## src/rtl/pool_pkg.sv

```systemverilog
// pool_pkg: shared state encoding and sizing helpers for the pooling window address generator.
package pool_pkg;

   typedef enum logic [1:0] {IDLE, ISSUE, GAP_WAIT, DONE} state_t;

   function automatic int cnt_w(input int n);
      return (n > 1) ? $clog2(n) : 1;
   endfunction

   function automatic int min_addr_w(input int img_w, input int img_h, input int channels);
      return cnt_w(img_w * img_h * channels);
   endfunction

endpackage

```

## src/rtl/pool_win_addr_gen_win_cnt.sv

```systemverilog
// win_cnt: nested window counter, wx fastest then wy then ch, flagging the final window of a scan.
module win_cnt
   import pool_pkg::*;
#(
   parameter int NX = 12,
   parameter int NY = 12,
   parameter int NC = 1,
   parameter int XW = cnt_w(NX),
   parameter int YW = cnt_w(NY),
   parameter int CW = cnt_w(NC)
) (
   input  logic          clk,
   input  logic          reset,
   input  logic          clr,
   input  logic          inc,
   output logic [XW-1:0] wx,
   output logic [YW-1:0] wy,
   output logic [CW-1:0] ch,
   output logic          last
);
   localparam logic [XW-1:0] XL = XW'(NX - 1);
   localparam logic [YW-1:0] YL = YW'(NY - 1);
   localparam logic [CW-1:0] CL = CW'(NC - 1);

   assign last = (wx == XL) && (wy == YL) && (ch == CL);

   always_ff @(posedge clk or posedge reset)
      if (reset) begin
         wx <= '0;
         wy <= '0;
         ch <= '0;
      end else if (clr) begin
         wx <= '0;
         wy <= '0;
         ch <= '0;
      end else if (inc) begin
         wx <= (wx == XL) ? '0 : wx + 1'b1;
         if (wx == XL) begin
            wy <= (wy == YL) ? '0 : wy + 1'b1;
            if (wy == YL) ch <= (ch == CL) ? '0 : ch + 1'b1;
         end
      end

endmodule

```

## src/rtl/pool_win_addr_gen.sv

```systemverilog
// pool_win_addr_gen: scans all WINxWIN pooling windows (stride WIN) and presents their pixel addresses.
// Define POOL_RD_BASE_EN to add a base_addr input latched on an accepted start.
module pool_win_addr_gen
   import pool_pkg::*;
#(
   parameter int IMG_W    = 24,
   parameter int IMG_H    = 24,
   parameter int WIN      = 2,
   parameter int CHANNELS = 1,
   parameter int ADDR_W   = 10,
   parameter int GAP      = 0
) (
   input  logic                             clk,
   input  logic                             reset,
`ifdef POOL_RD_BASE_EN
   input  logic [ADDR_W-1:0]                base_addr,
`endif
   input  logic                             start,
   output logic [WIN*WIN-1:0][ADDR_W-1:0]   addr,
   output logic                             addr_valid,
   input  logic                             addr_ready,
   output logic                             last,
   output logic                             busy,
   output logic                             done
);
   localparam int NX = IMG_W / WIN;
   localparam int NY = IMG_H / WIN;
   localparam int GW = cnt_w(GAP + 1);

   if ((IMG_W % WIN) != 0 || (IMG_H % WIN) != 0) begin : g_bad_dim
      $error("pool_win_addr_gen: IMG_W and IMG_H must be multiples of WIN");
   end
   if (ADDR_W < min_addr_w(IMG_W, IMG_H, CHANNELS)) begin : g_bad_aw
      $error("pool_win_addr_gen: ADDR_W too narrow for the feature maps");
   end

   state_t                  state, state_nx;
   logic [GW-1:0]           gap_cnt, gap_nx;
   logic [ADDR_W-1:0]       base;
   logic [cnt_w(NX)-1:0]    wx;
   logic [cnt_w(NY)-1:0]    wy;
   logic [cnt_w(CHANNELS)-1:0] ch;
   logic                    win_last, go, xfer;
   logic [31:0]             origin;

   assign go         = (state == IDLE) && start;
   assign addr_valid = (state == ISSUE);
   assign xfer       = addr_valid && addr_ready;
   assign last       = addr_valid && win_last;
   assign busy       = (state != IDLE);
   assign done       = (state == DONE);

`ifdef POOL_RD_BASE_EN
   always_ff @(posedge clk or posedge reset)
      if (reset) base <= '0;
      else if (go) base <= base_addr;
`else
   assign base = '0;
`endif

   win_cnt #(.NX(NX), .NY(NY), .NC(CHANNELS)) u_cnt (
      .clk(clk), .reset(reset), .clr(go), .inc(xfer),
      .wx(wx), .wy(wy), .ch(ch), .last(win_last)
   );

   always_ff @(posedge clk or posedge reset)
      if (reset) begin
         state   <= IDLE;
         gap_cnt <= '0;
      end else begin
         state   <= state_nx;
         gap_cnt <= gap_nx;
      end

   always_comb begin
      state_nx = state;
      gap_nx   = gap_cnt;
      case (state)
         IDLE:     if (start) state_nx = ISSUE;
         ISSUE:    if (xfer) begin
                      state_nx = win_last ? DONE : (GAP > 0) ? GAP_WAIT : ISSUE;
                      gap_nx   = GW'((GAP > 0) ? GAP - 1 : 0);
                   end
         GAP_WAIT: begin
                      gap_nx = gap_cnt - 1'b1;
                      if (gap_cnt == '0) state_nx = ISSUE;
                   end
         default:  state_nx = IDLE;
      endcase
   end

   // Top-left pixel of the window; each element then offsets by row and column, wrapping at 2^ADDR_W.
   always_comb begin
      addr   = '0;
      origin = 32'(base) + 32'(ch) * 32'(IMG_W * IMG_H) + 32'(wy) * 32'(WIN * IMG_W) + 32'(wx) * 32'(WIN);
      if (addr_valid)
         for (int k = 0; k < WIN * WIN; k++)
            addr[k] = ADDR_W'(origin + 32'((k / WIN) * IMG_W + (k % WIN)));
   end

endmodule
```

## config.mk

```make
export PLATFORM = sky130hd
export DESIGN_NAME = pool_win_addr_gen
export DESIGN_NICKNAME = d
export VERILOG_FILES = /design/src/rtl/pool_pkg.sv /design/src/rtl/pool_win_addr_gen_win_cnt.sv /design/src/rtl/pool_win_addr_gen.sv
export SDC_FILE = /design/constraint.sdc
export NUM_CORES = 1
export LEC_CHECK = 0
export BUFFER_PORTS_ARGS = -buffer_cell sky130_fd_sc_hd__buf_4
export CAP_MARGIN = 20
export CORE_AREA = 2 2 68 70
export DETAILED_ROUTE_END_ITERATION = 7
export DIE_AREA = 0 0 70 72
export MAX_ROUTING_LAYER = met4
export PLACE_DENSITY = 0.58
export SKIP_CTS_REPAIR_TIMING = 1
export SLEW_MARGIN = 20
export SYNTH_ARGS = -nofsm -noshare
export SYNTH_HDL_FRONTEND = slang
export SYNTH_HIERARCHICAL = 1
export SYNTH_SLANG_ARGS = --single-unit
```

## constraint.sdc

```tcl
create_clock -name clk -period 3.5 [get_ports clk]
set_input_delay 0.175 -clock clk [delete_from_list [all_inputs] [get_ports clk]]
set_output_delay 0.175 -clock clk [all_outputs]
set_load 0.02 [all_outputs]
```

* Word level (Yosys, flattened, before mapping) *
Cells that the tools add are included.

cells by class
  bitwise logic cells = 1
  multiply operators = 2
  muxes and demuxes = 20
  eq/ne operators = 8
  reductions and logical operators = 15
  add/sub/neg operators = 9

operator list
  operator                                              count
  two-way mux 40 bit                                    1
  two-way mux 4 bit                                     7
  adder 10 x 5 -> 10 bit (second input constant)        2
  adder 10 x 1 -> 10 bit (second input constant)        1
  adder 10 bit                                          1
  adder 10 x 5 -> 10 bit                                1
  nonzero test 2 bit                                    5
  adder 4 x 1 -> 4 bit (second input constant)          2
  equality test 4 bit (second input constant)           2
  two-way mux 2 bit                                     4
  multiplier 4 x 2 -> 6 bit (second input constant)     1
  two-way mux 1 bit                                     6
  one-hot mux 2 bit (3 select lines)                    1
  AND reduction 3 bit                                   2
  logical AND 1 bit                                     5
  equality test 2 bit (second input constant)           2
  multiplier 1 x 4 -> 4 bit (second input constant)     1
  != test 2 bit (second input constant)                 2
  AND reduction 2 bit                                   2
  equality test 2 x 1 -> 1 bit (second input constant)  1
  zero test 2 bit                                       1
  != test 2 x 1 -> 1 bit (second input constant)        1
  one-hot mux 1 bit (2 select lines)                    1
  adder 1 bit (second input constant)                   1
  other kinds (2)                                       2

storage, ports and cells
  input port bits = 4
  bits in registers = 12
  output and inout port bits = 44
  logic and storage cells = 60

* Depth between registers and ports, before layout *
Gate-level depths: netlist (run 1).

  word-level depth = 6
  depth in mapped cells = 9
  mapped depth without buffers = 8

* Cells and area by module *
The synthesis (run 1) kept the hierarchy.

by module, submodules not included
  module             sequential area each (µm²)  cells an instance  instances  area each (µm²)
  pool_win_addr_gen  75.1                        103                1          808.3
  win_cnt            200.2                       46                 1          456.7

* Least setup slack after synthesis (run 1) *
Ideal clock, no wire load.

  path type = register to output
  start = register u_cnt.wy[1]
  end = output addr[39] (netlist bit)
  arrival time = 2.818 ns
  cell stages (with the launch flop) = 10
  setup slack = 0.507 ns
  buffers on the path = 1
  required time = 3.325 ns
  cells stage by stage = dfrtp_1 ha_1 fa_1 ha_1 a31oi_1 xor2_1 and2_4 o32ai_1 a311o_1 buf_4

RTL lines
  what                      line                             source
  start: declaration        pool_win_addr_gen_win_cnt.sv:17  output logic [YW-1:0] wy,
  start signal: assignment  pool_win_addr_gen_win_cnt.sv:39  wy <= (wy == YL) ? '0 : wy + 1'b1;
  end: declaration          pool_win_addr_gen.sv:19          output logic [WIN*WIN-1:0][ADDR_W-1:0] addr,

==> summary.md, run 1 <==
| Metric | Value |
|---|---|
| Boundary Pins | 48 |
| Most common cell after layout, fill and taps aside | buf_4 |
| Post-DP HPWL | 2.10 mm |
| Worst r2r dst | u_cnt/wy[3] |
| Worst slew pin tran | 0.540 ns |
| Post-synthesis cell type count | 42 |
| Ys Warns | 6 |
| Register area | 275 sq um |
| Final wirelength | 2.57 mm |
| Minimum clock period | 3.26 ns |
| Slew margin rel. | 63.9% |
| Met1 Use GR | 13.7% |
| Crit. End Element | primary output |
| Slew Viols, Final | 0 |
| DIE HEIGHT | 72 microns |
| R2r startpoint | state[0] |
| Most frequent CP cell | ha_1 |
| Largest net degree at the start of global routing | 14 |
| Die width | 70 microns |
| Primary FF master, synth | dfrtp_1 |
| TritonCTS clock tree | built |
| Most frequent cells in the layout | buf_4 (45), nor2_1 (22), dfrtp_1 (11), ha_1 (10), xnor2_1 (8) |
| Final antenna-violating net count | 0 |
| Row count | 24 |
| Vias in the first global route | 964 |
| Initial cell density of the core | 29.7% |
| Hold wc startpoint | start |
| Grt met2 use | 17.0% |
| Req. time, crit path | 3.32 ns |
| Crit-path max FO | 6 |
| Hold Worst Slack | 0.173 ns |
| Worst Hold Depth | 2 |
| Largest stage delay, worst path | 0.45 ns |
| Final GP Congestion | 0.680 |
| Clock skew | 0.000982 ns |
| Setup Total Neg Slack | 0 ns |
| CTS root buf | clkbuf_8 |
| Die area | 5040 sq um |
| Setup violators final | 0 |
| Overflow left after global routing | 0 |
| Yosys reg bits | 11 |
| CP startpoint kind | flop |
| Crit-path cells | ha_1 -> fa_1 -> ha_1 -> a31oi_1 -> xor2_1 -> and2_4 -> o32ai_1 -> a311o_1 -> buf_4 |
| Layout cell share with drive strength beyond 1 | 33.5% |
| End of the worst hold path | state[0] |
| 1st-iter DRT viols | 21 |
| Multi-input gate area | 766 sq um |
| Vias after detailed routing | 1014 |
| CP Launch Point | u_cnt/wy[1] |
| Reg2Reg Setup Slack | 1.11 ns |
| Gr busiest metal | met2 |
| Clock Sinks | 11 |
| CTS clk-pin slew, worst paths | 0.05 ns |
| Maxcap violations | 0 |
| Sequential fraction of the synthesis area | 21.8% |
| Asr flop ratio synth | 100% |
| Htree depth | 1 |
| Area grow syn2layout | 21.1% |
| Crit path max-delay cell type | dfrtp_1 |
| Worst hold path class | primary input to flop |
| Crit Path Category | flop to primary output |
| GRT Util Overall | 10.8% |
| Cells on worst reg2reg path | 6 |
| CTS Buffer Depth | 2 |
| RSZ-0062 raised after global routing | false |
| Filler instances | 472 |
| Synth Instances | 149 |
| Via/cell ratio | 4.51 |
| F_max | 307 MHz |
| Post-synth EDFFs | 0 |
| DR pass1 iterations | 4 |
| Met3 Usage GRT | 2.22% |
| Worst-Skew Late Latency | 0.23 ns |
| Synthesized area | 1260 sq um |
| Nets | 189 |
| Num CTS Buffers | 3 |
| Area of the core | 4260 sq um |
| Final period util | 93.1% |
| Number of diodes | 0 |
| Initial antenna violation count | 0 |
| Critical Path AT | 3.08 ns |
| Final hold viol count | 0 |
| WL per Instance | 11.4 microns |
| Port buffer count | 45 |
| Mean Syn Cell Area | 8.49 sq um |
| Status | finished, final reports clean |
| First-pass GRT wire length | 4.31 mm |
| Detailed-route DRC error count | 0 |
==> metrics by stage <==
step / instances / setup WS [ns] / util, % / instance area [sq um]
finish: 225 / 0.241 / 35.9 / 1530
floorplan: 150 / 0.507 / - / 1270
CTS: 224 / 0.218 / 35.7 / 1520
global placement: 220 / 0.543 / 34.6 / 1480
detailed placement: 220 / 0.475 / 34.6 / 1480
global route: 225 / 0.0879 / 35.9 / 1530
==> cells by family after synthesis <==
| logic type | after synthesis | share of synthesized area [%] |
|---|---|---|
| buffers and inverters | 35 | 18.0 |
| adders and majority gates | 11 | 11.5 |
| muxes | 3 | 2.37 |
| DFF | 11 | 21.8 |
| xor gates and xnor gates | 14 | 10.9 |
| and+or+nand+nor | 54 | 25.5 |
| AOI/OAI and AO/OA | 19 | 9.40 |
| other | 2 | 0.594 |
==> cells in the mapped netlist, types with 2 or more instances <==
| library cell | number | area, sq um |
|---|---|---|
| nor3b_1 | 2 | 15.0 |
| or4_1 | 2 | 15.0 |
| nand2_1 | 5 | 18.8 |
| xnor2_1 | 8 | 70.1 |
| and3b_1 | 2 | 17.5 |
| a31oi_1 | 2 | 12.5 |
| clkbuf_1 | 2 | 7.51 |
| ha_1 | 10 | 125 |
| and2_1 | 6 | 37.5 |
| xor2_1 | 5 | 43.8 |
| mux2i_1 | 3 | 30.0 |
| dfrtp_1 | 11 | 275 |
| o21ai_0 | 6 | 30.0 |
| inv_1 | 7 | 26.3 |
| conb_1 | 2 | 7.51 |
| nor2_1 | 22 | 82.6 |
| buf_4 | 25 | 188 |
| a21oi_1 | 5 | 25.0 |
==> registers in the layout, indices dropped and copies added (netlist names) <==
register  cells
u_cnt/wx      4
u_cnt/wy      4
state         2
gap_cnt       1
==> worst max-delay path: cells and delay by family (launching register included) <==
kind / cells / cell delay (ns)
AO/OA/AOI/OAI: 3 / 0.76
XOR/XNOR: 1 / 0.29
adder cells (fa/ha/maj): 3 / 1.00
buffers and inverters: 1 / 0.16
flip-flops: 1 / 0.45
AND/OR/NAND/NOR: 1 / 0.19
==> routing by layer <==
| metal | vias up | part of all wire (%) |
|---|---|---|
| met5 | - | 0 |
| met4 | 0 | 0.62 |
| met3 | 2 | 6.0 |
| met2 | 29 | 46 |
| met1 | 459 | 47 |
| li1 | 524 | - |
==> final cells by class <==
| class | count | share of cell area, % |
|---|---|---|
| multi-input combinational | 104 | 50.0 |
| timing repair buffer | 46 | 22.7 |
| sequential | 11 | 18.0 |
| tap | 52 | 4.25 |
| clock buffer | 4 | 2.94 |
| inverter | 8 | 2.12 |
==> how the worst max path moves through the flow <==
stage                     to  slack [ns]
floorplan           addr[39]        0.51
global placement    addr[29]        0.54
detailed placement  addr[29]        0.48
CTS                 addr[29]        0.22
global route        addr[29]        0.09
finish              addr[29]        0.24
Power of run 1 is not shown: default switching activity piles up to over one toggle a cycle in this logic, so the estimate is an artifact.
==> run 2: changes to the inputs <==
--- a/config.mk
+++ b/config.mk
@@ -8,9 +8,9 @@
 export BUFFER_PORTS_ARGS = -buffer_cell sky130_fd_sc_hd__buf_4
 export CAP_MARGIN = 20
 export CORE_AREA = 2 2 68 70
+export CTS_BUF_LIST = sky130_fd_sc_hd__clkbuf_4 sky130_fd_sc_hd__clkbuf_8
 export DETAILED_ROUTE_END_ITERATION = 7
 export DIE_AREA = 0 0 70 72
-export MAX_ROUTING_LAYER = met4
 export PLACE_DENSITY = 0.58
 export SKIP_CTS_REPAIR_TIMING = 1
 export SLEW_MARGIN = 20
==> summary.md, run 2 (same netlist as run 1, synthesis figures left out) <==
| Metric | Value |
|---|---|
| Most common cell after layout, fill and taps aside | buf_4 |
| Most frequent cells in the layout | buf_4 (45), nor2_1 (22), dfrtp_1 (11), ha_1 (10), xnor2_1 (8) |
| Post-DP HPWL | 2.10 mm |
| Met1 Use GR | 13.7% |
| Die area | 5040 sq um |
| Overflow left after global routing | 0 |
| Crit. End Element | primary output |
| Initial antenna violation count | 0 |
| First-pass GRT wire length | 4.31 mm |
| Worst-Skew Late Latency | 0.23 ns |
| Minimum clock period | 3.26 ns |
| Largest net degree at the start of global routing | 14 |
| Vias after detailed routing | 1014 |
| 1st-iter DRT viols | 24 |
| Crit-path max FO | 6 |
| Layout cell share with drive strength beyond 1 | 34.1% |
| Clock skew | 0.000999 ns |
| Final hold viol count | 0 |
| Num CTS Buffers | 3 |
| Vias in the first global route | 963 |
| Req. time, crit path | 3.32 ns |
| Row count | 24 |
| Worst r2r dst | u_cnt/wy[3] |
| End of the worst hold path | state[0] |
| Status | finished, final reports clean |
| RSZ-0062 raised after global routing | false |
| Final wirelength | 2.57 mm |
| Cells on worst reg2reg path | 6 |
| Port buffer count | 45 |
| GRT Util Overall | 10.4% |
| F_max | 307 MHz |
| Critical Path AT | 3.08 ns |
| Number of diodes | 0 |
| Final GP Congestion | 0.673 |
| Die width | 70 microns |
| Setup violators final | 0 |
| Hold wc startpoint | start |
| Htree depth | 1 |
| CTS clk-pin slew, worst paths | 0.05 ns |
| Slew Viols, Final | 0 |
| CTS Buffer Depth | 2 |
| DR pass1 iterations | 4 |
| Worst hold path class | primary input to flop |
| Via/cell ratio | 4.51 |
| Nets | 189 |
| Worst slew pin tran | 0.540 ns |
| CP startpoint kind | flop |
| Final antenna-violating net count | 0 |
| Reg2Reg Setup Slack | 1.11 ns |
| Setup Total Neg Slack | 0 ns |
| Maxcap violations | 0 |
| Final period util | 93.1% |
| Met3 Usage GRT | 2.22% |
| DIE HEIGHT | 72 microns |
| CTS root buf | clkbuf_8 |
| WL per Instance | 11.4 microns |
| Area grow syn2layout | 21.4% |
| Worst Hold Depth | 2 |
| Detailed-route DRC error count | 0 |
| TritonCTS clock tree | built |
| Area of the core | 4260 sq um |
| R2r startpoint | state[0] |
| Initial cell density of the core | 29.7% |
| Grt met2 use | 17.0% |
| Slew margin rel. | 63.9% |
| Crit Path Category | flop to primary output |
| Boundary Pins | 48 |
| Largest regs | u_cnt/wx x4, u_cnt/wy x4, state x2 |
| Gr busiest metal | met2 |
| Clock Sinks | 11 |
==> run 2: cell types whose count changed in the layout (fill, tap and decap cells not counted) <==
cell,before,now
clkbuf_1,1,0
clkbuf_4,0,1
==> run 2: cell type report <==
type,instances,area [sq um]
Timing Repair Buffer,46,348
Fill cell,471,2730
Sequential cell,11,275
Inverter,8,32.5
Multi-Input combinational cell,104,766
Tap cell,52,65.1
Clock buffer,4,48.8
==> run 2: layer usage <==
layer	vias up	share of wire [%]
met5	-	0
met4	0	0.54
met3	2	5.9
met2	29	46
met1	459	47
li1	524	-
==> run 2: worst max-delay path by stage <==
stage,startpoint,endpoint,slack (ns),depth (start not counted)
floorplan,u_cnt/wy[1],addr[39],0.51,9
global placement,u_cnt/wy[1],addr[29],0.54,9
detailed placement,u_cnt/wy[1],addr[29],0.48,9
CTS,u_cnt/wy[1],addr[29],0.22,9
global route,u_cnt/wy[0],addr[29],0.09,9
finish,u_cnt/wy[1],addr[29],0.24,9
==> run 2: worst max-delay path: stages (launching register included) <==
cell and delay, ns:
dfrtp_1 0.45, ha_1 0.23, fa_1 0.44, ha_1 0.33, a31oi_1 0.35, xor2_1 0.29, and2_4 0.19, o32ai_1 0.07
a311o_1 0.34, buf_4 0.16
==> run 2: through the flow <==
| step | hold WS [ns] | setup WS, ns | util [%] | instance area (sq um) | std cells |
|---|---|---|---|---|---|
| 2_1_floorplan | -0.0714 | 0.507 | - | 1270 | 150 |
| 3_3_place_gp | 0.0603 | 0.543 | 34.6 | 1480 | 220 |
| 3_5_place_dp | 0.0644 | 0.475 | 34.6 | 1480 | 220 |
| 4_1_cts | -0.188 | 0.218 | 35.8 | 1530 | 224 |
| 5_1_grt | 0.183 | 0.0879 | 36.0 | 1540 | 225 |
| 6_report | 0.173 | 0.241 | 36.0 | 1540 | 225 |
Power of run 2 is left out for the same reason.
==> run 3: changes to the inputs <==
--- a/config.mk
+++ b/config.mk
@@ -8,7 +8,7 @@
 export BUFFER_PORTS_ARGS = -buffer_cell sky130_fd_sc_hd__buf_4
 export CAP_MARGIN = 20
 export CORE_AREA = 2 2 68 70
-export CTS_BUF_LIST = sky130_fd_sc_hd__clkbuf_4 sky130_fd_sc_hd__clkbuf_8
+export CTS_BUF_LIST = sky130_fd_sc_hd__clkbuf_4
 export DETAILED_ROUTE_END_ITERATION = 7
 export DIE_AREA = 0 0 70 72
 export PLACE_DENSITY = 0.58
==> summary.md, run 3 (same netlist as run 1, synthesis figures left out) <==
| Metric | Value |
|---|---|
| Status | finished, final reports clean |
| Vias in the first global route | 946 |
| Overflow left after global routing | 0 |
| Crit-path cells | ha_1 -> fa_1 -> ha_1 -> a31oi_1 -> xor2_1 -> and2_4 -> o32ai_1 -> a311o_1 -> buf_4 |
| Bufs and invs on worst path | 1 |
| Crit path max-delay cell type | dfrtp_1 |
| Req. time, crit path | 3.32 ns |
| Worst r2r dst | u_cnt/wy[3] |
| RSZ-0062 raised after global routing | false |
| Nets | 189 |
| Worst-Skew Late Latency | 0.27 ns |
| Number of diodes | 0 |
| CTS clk-pin slew, worst paths | 0.07 ns |
| Via/cell ratio | 4.49 |
| TritonCTS clock tree | built |
| Final antenna-violating net count | 0 |
| Final GP Congestion | 0.673 |
| Final setup margin | 0.206 ns |
| Htree depth | 1 |
| 1st-iter DRT viols | 29 |
| Setup Total Neg Slack | 0 ns |
| Row count | 24 |
| CTS root buf | clkbuf_4 |
| Largest net degree at the start of global routing | 14 |
| Minimum clock period | 3.29 ns |
| R2r startpoint | state[1] |
| DIE HEIGHT | 72 microns |
| Crit-path max FO | 6 |
| End of the worst hold path | state[0] |
| Cells on worst reg2reg path | 6 |
| Slew margin rel. | 63.4% |
| Clock Sinks | 11 |
| Maxcap violations | 0 |
| Most common cell after layout, fill and taps aside | buf_4 |
| Boundary Pins | 48 |
| DR pass1 iterations | 3 |
| Critical Path AT | 3.12 ns |
| Detailed-route DRC error count | 0 |
| Area grow syn2layout | 19.9% |
| Final instance area | 1520 sq um |
| GRT Util Overall | 10.4% |
| CP startpoint kind | flop |
| Setup violators final | 0 |
| Dpl cell area | 1480 sq um |
| Crit. End Element | primary output |
| Die width | 70 microns |
| Filler instances | 477 |
| WL per Instance | 11.3 microns |
| Die area | 5040 sq um |
| F_max | 304 MHz |
| Pre-CTS WS | 0.475 ns |
| Vias after detailed routing | 1010 |
| CTS Buffer Depth | 2 |
| Crit Path Category | flop to primary output |
| Largest stage delay, worst path | 0.46 ns |
| Clock skew | 0.00446 ns |
| Num CTS Buffers | 3 |
| Area of the core | 4260 sq um |
| Most frequent CP cell | ha_1 |
| Worst Hold Depth | 2 |
| Most frequent cells in the layout | buf_4 (45), nor2_1 (22), dfrtp_1 (11), ha_1 (10), xnor2_1 (8) |
| Post-DP HPWL | 2.10 mm |
| Initial cell density of the core | 29.7% |
| Port buffer count | 45 |
| Worst hold path class | primary input to flop |
| Layout cell share with drive strength beyond 1 | 34.1% |
| Final wirelength | 2.54 mm |
| Initial antenna violation count | 0 |
| Slew Viols, Final | 0 |
| Final period util | 94.1% |
| Worst slew pin tran | 0.546 ns |
| Cell family with most CP delay | adder cells |
| Reg2Reg Setup Slack | 1.11 ns |
| First-pass GRT wire length | 4.28 mm |
| Final hold viol count | 0 |
| Largest regs | u_cnt/wx x4, u_cnt/wy x4, state x2 |
| Hold wc startpoint | start |
[run 3: changes by cell type in the layout (fill, tap and decap cells not counted)]
cell | previous run | this run
clkbuf_4 | 1 | 4
clkbuf_8 | 3 | 0
[run 3: per-stage QoR]
| stage | std cells | hold slack (ns) | util [%] |
|---|---|---|---|
| 6_report | 225 | 0.130 | 35.6 |
| 5_1_grt | 225 | 0.150 | 35.6 |
| 4_1_cts | 224 | -0.231 | 35.3 |
| 3_5_place_dp | 220 | 0.0644 | 34.6 |
| 3_3_place_gp | 220 | 0.0603 | 34.6 |
| 2_1_floorplan | 150 | -0.0714 | - |
[run 3: worst register-to-register path: stages (launching register included)]
cell	delay, ns
dfrtp_1	0.43
or2b_2	0.43
inv_4	0.15
and2_1	0.38
nand4b_4	0.20
or4b_1	0.53
a31oi_1	0.19
[run 3: per-layer routing]
layer	vias to the layer above	track usage, %	share of wire, %
met5	-	0	0
li1	526	-	-
met4	0	3.85	0.75
met3	2	2.22	5.9
met1	455	14.0	48
met2	27	16.6	46
[run 3: area by class of cell]
type | instances | area, sq um | share of cell area, %
Multi-Input combinational cell | 104 | 766 | 50.5
Timing Repair Buffer | 46 | 348 | 22.9
Sequential cell | 11 | 275 | 18.2
Tap cell | 52 | 65.1 | 4.29
Inverter | 8 | 32.5 | 2.15
Clock buffer | 4 | 30.0 | 1.98
[run 3: worst max path at each step]
stage / from / to / slack (ns) / cells after the start
after global routing: u_cnt/wy[0] / addr[29] / 0.04 / 9
final: u_cnt/wy[1] / addr[29] / 0.21 / 9
after CTS: u_cnt/wy[1] / addr[29] / 0.18 / 9
after floorplan: u_cnt/wy[1] / addr[39] / 0.51 / 9
after detailed placement: u_cnt/wy[1] / addr[29] / 0.48 / 9
after global placement: u_cnt/wy[1] / addr[29] / 0.54 / 9
Power of run 3 is left out for the same reason.
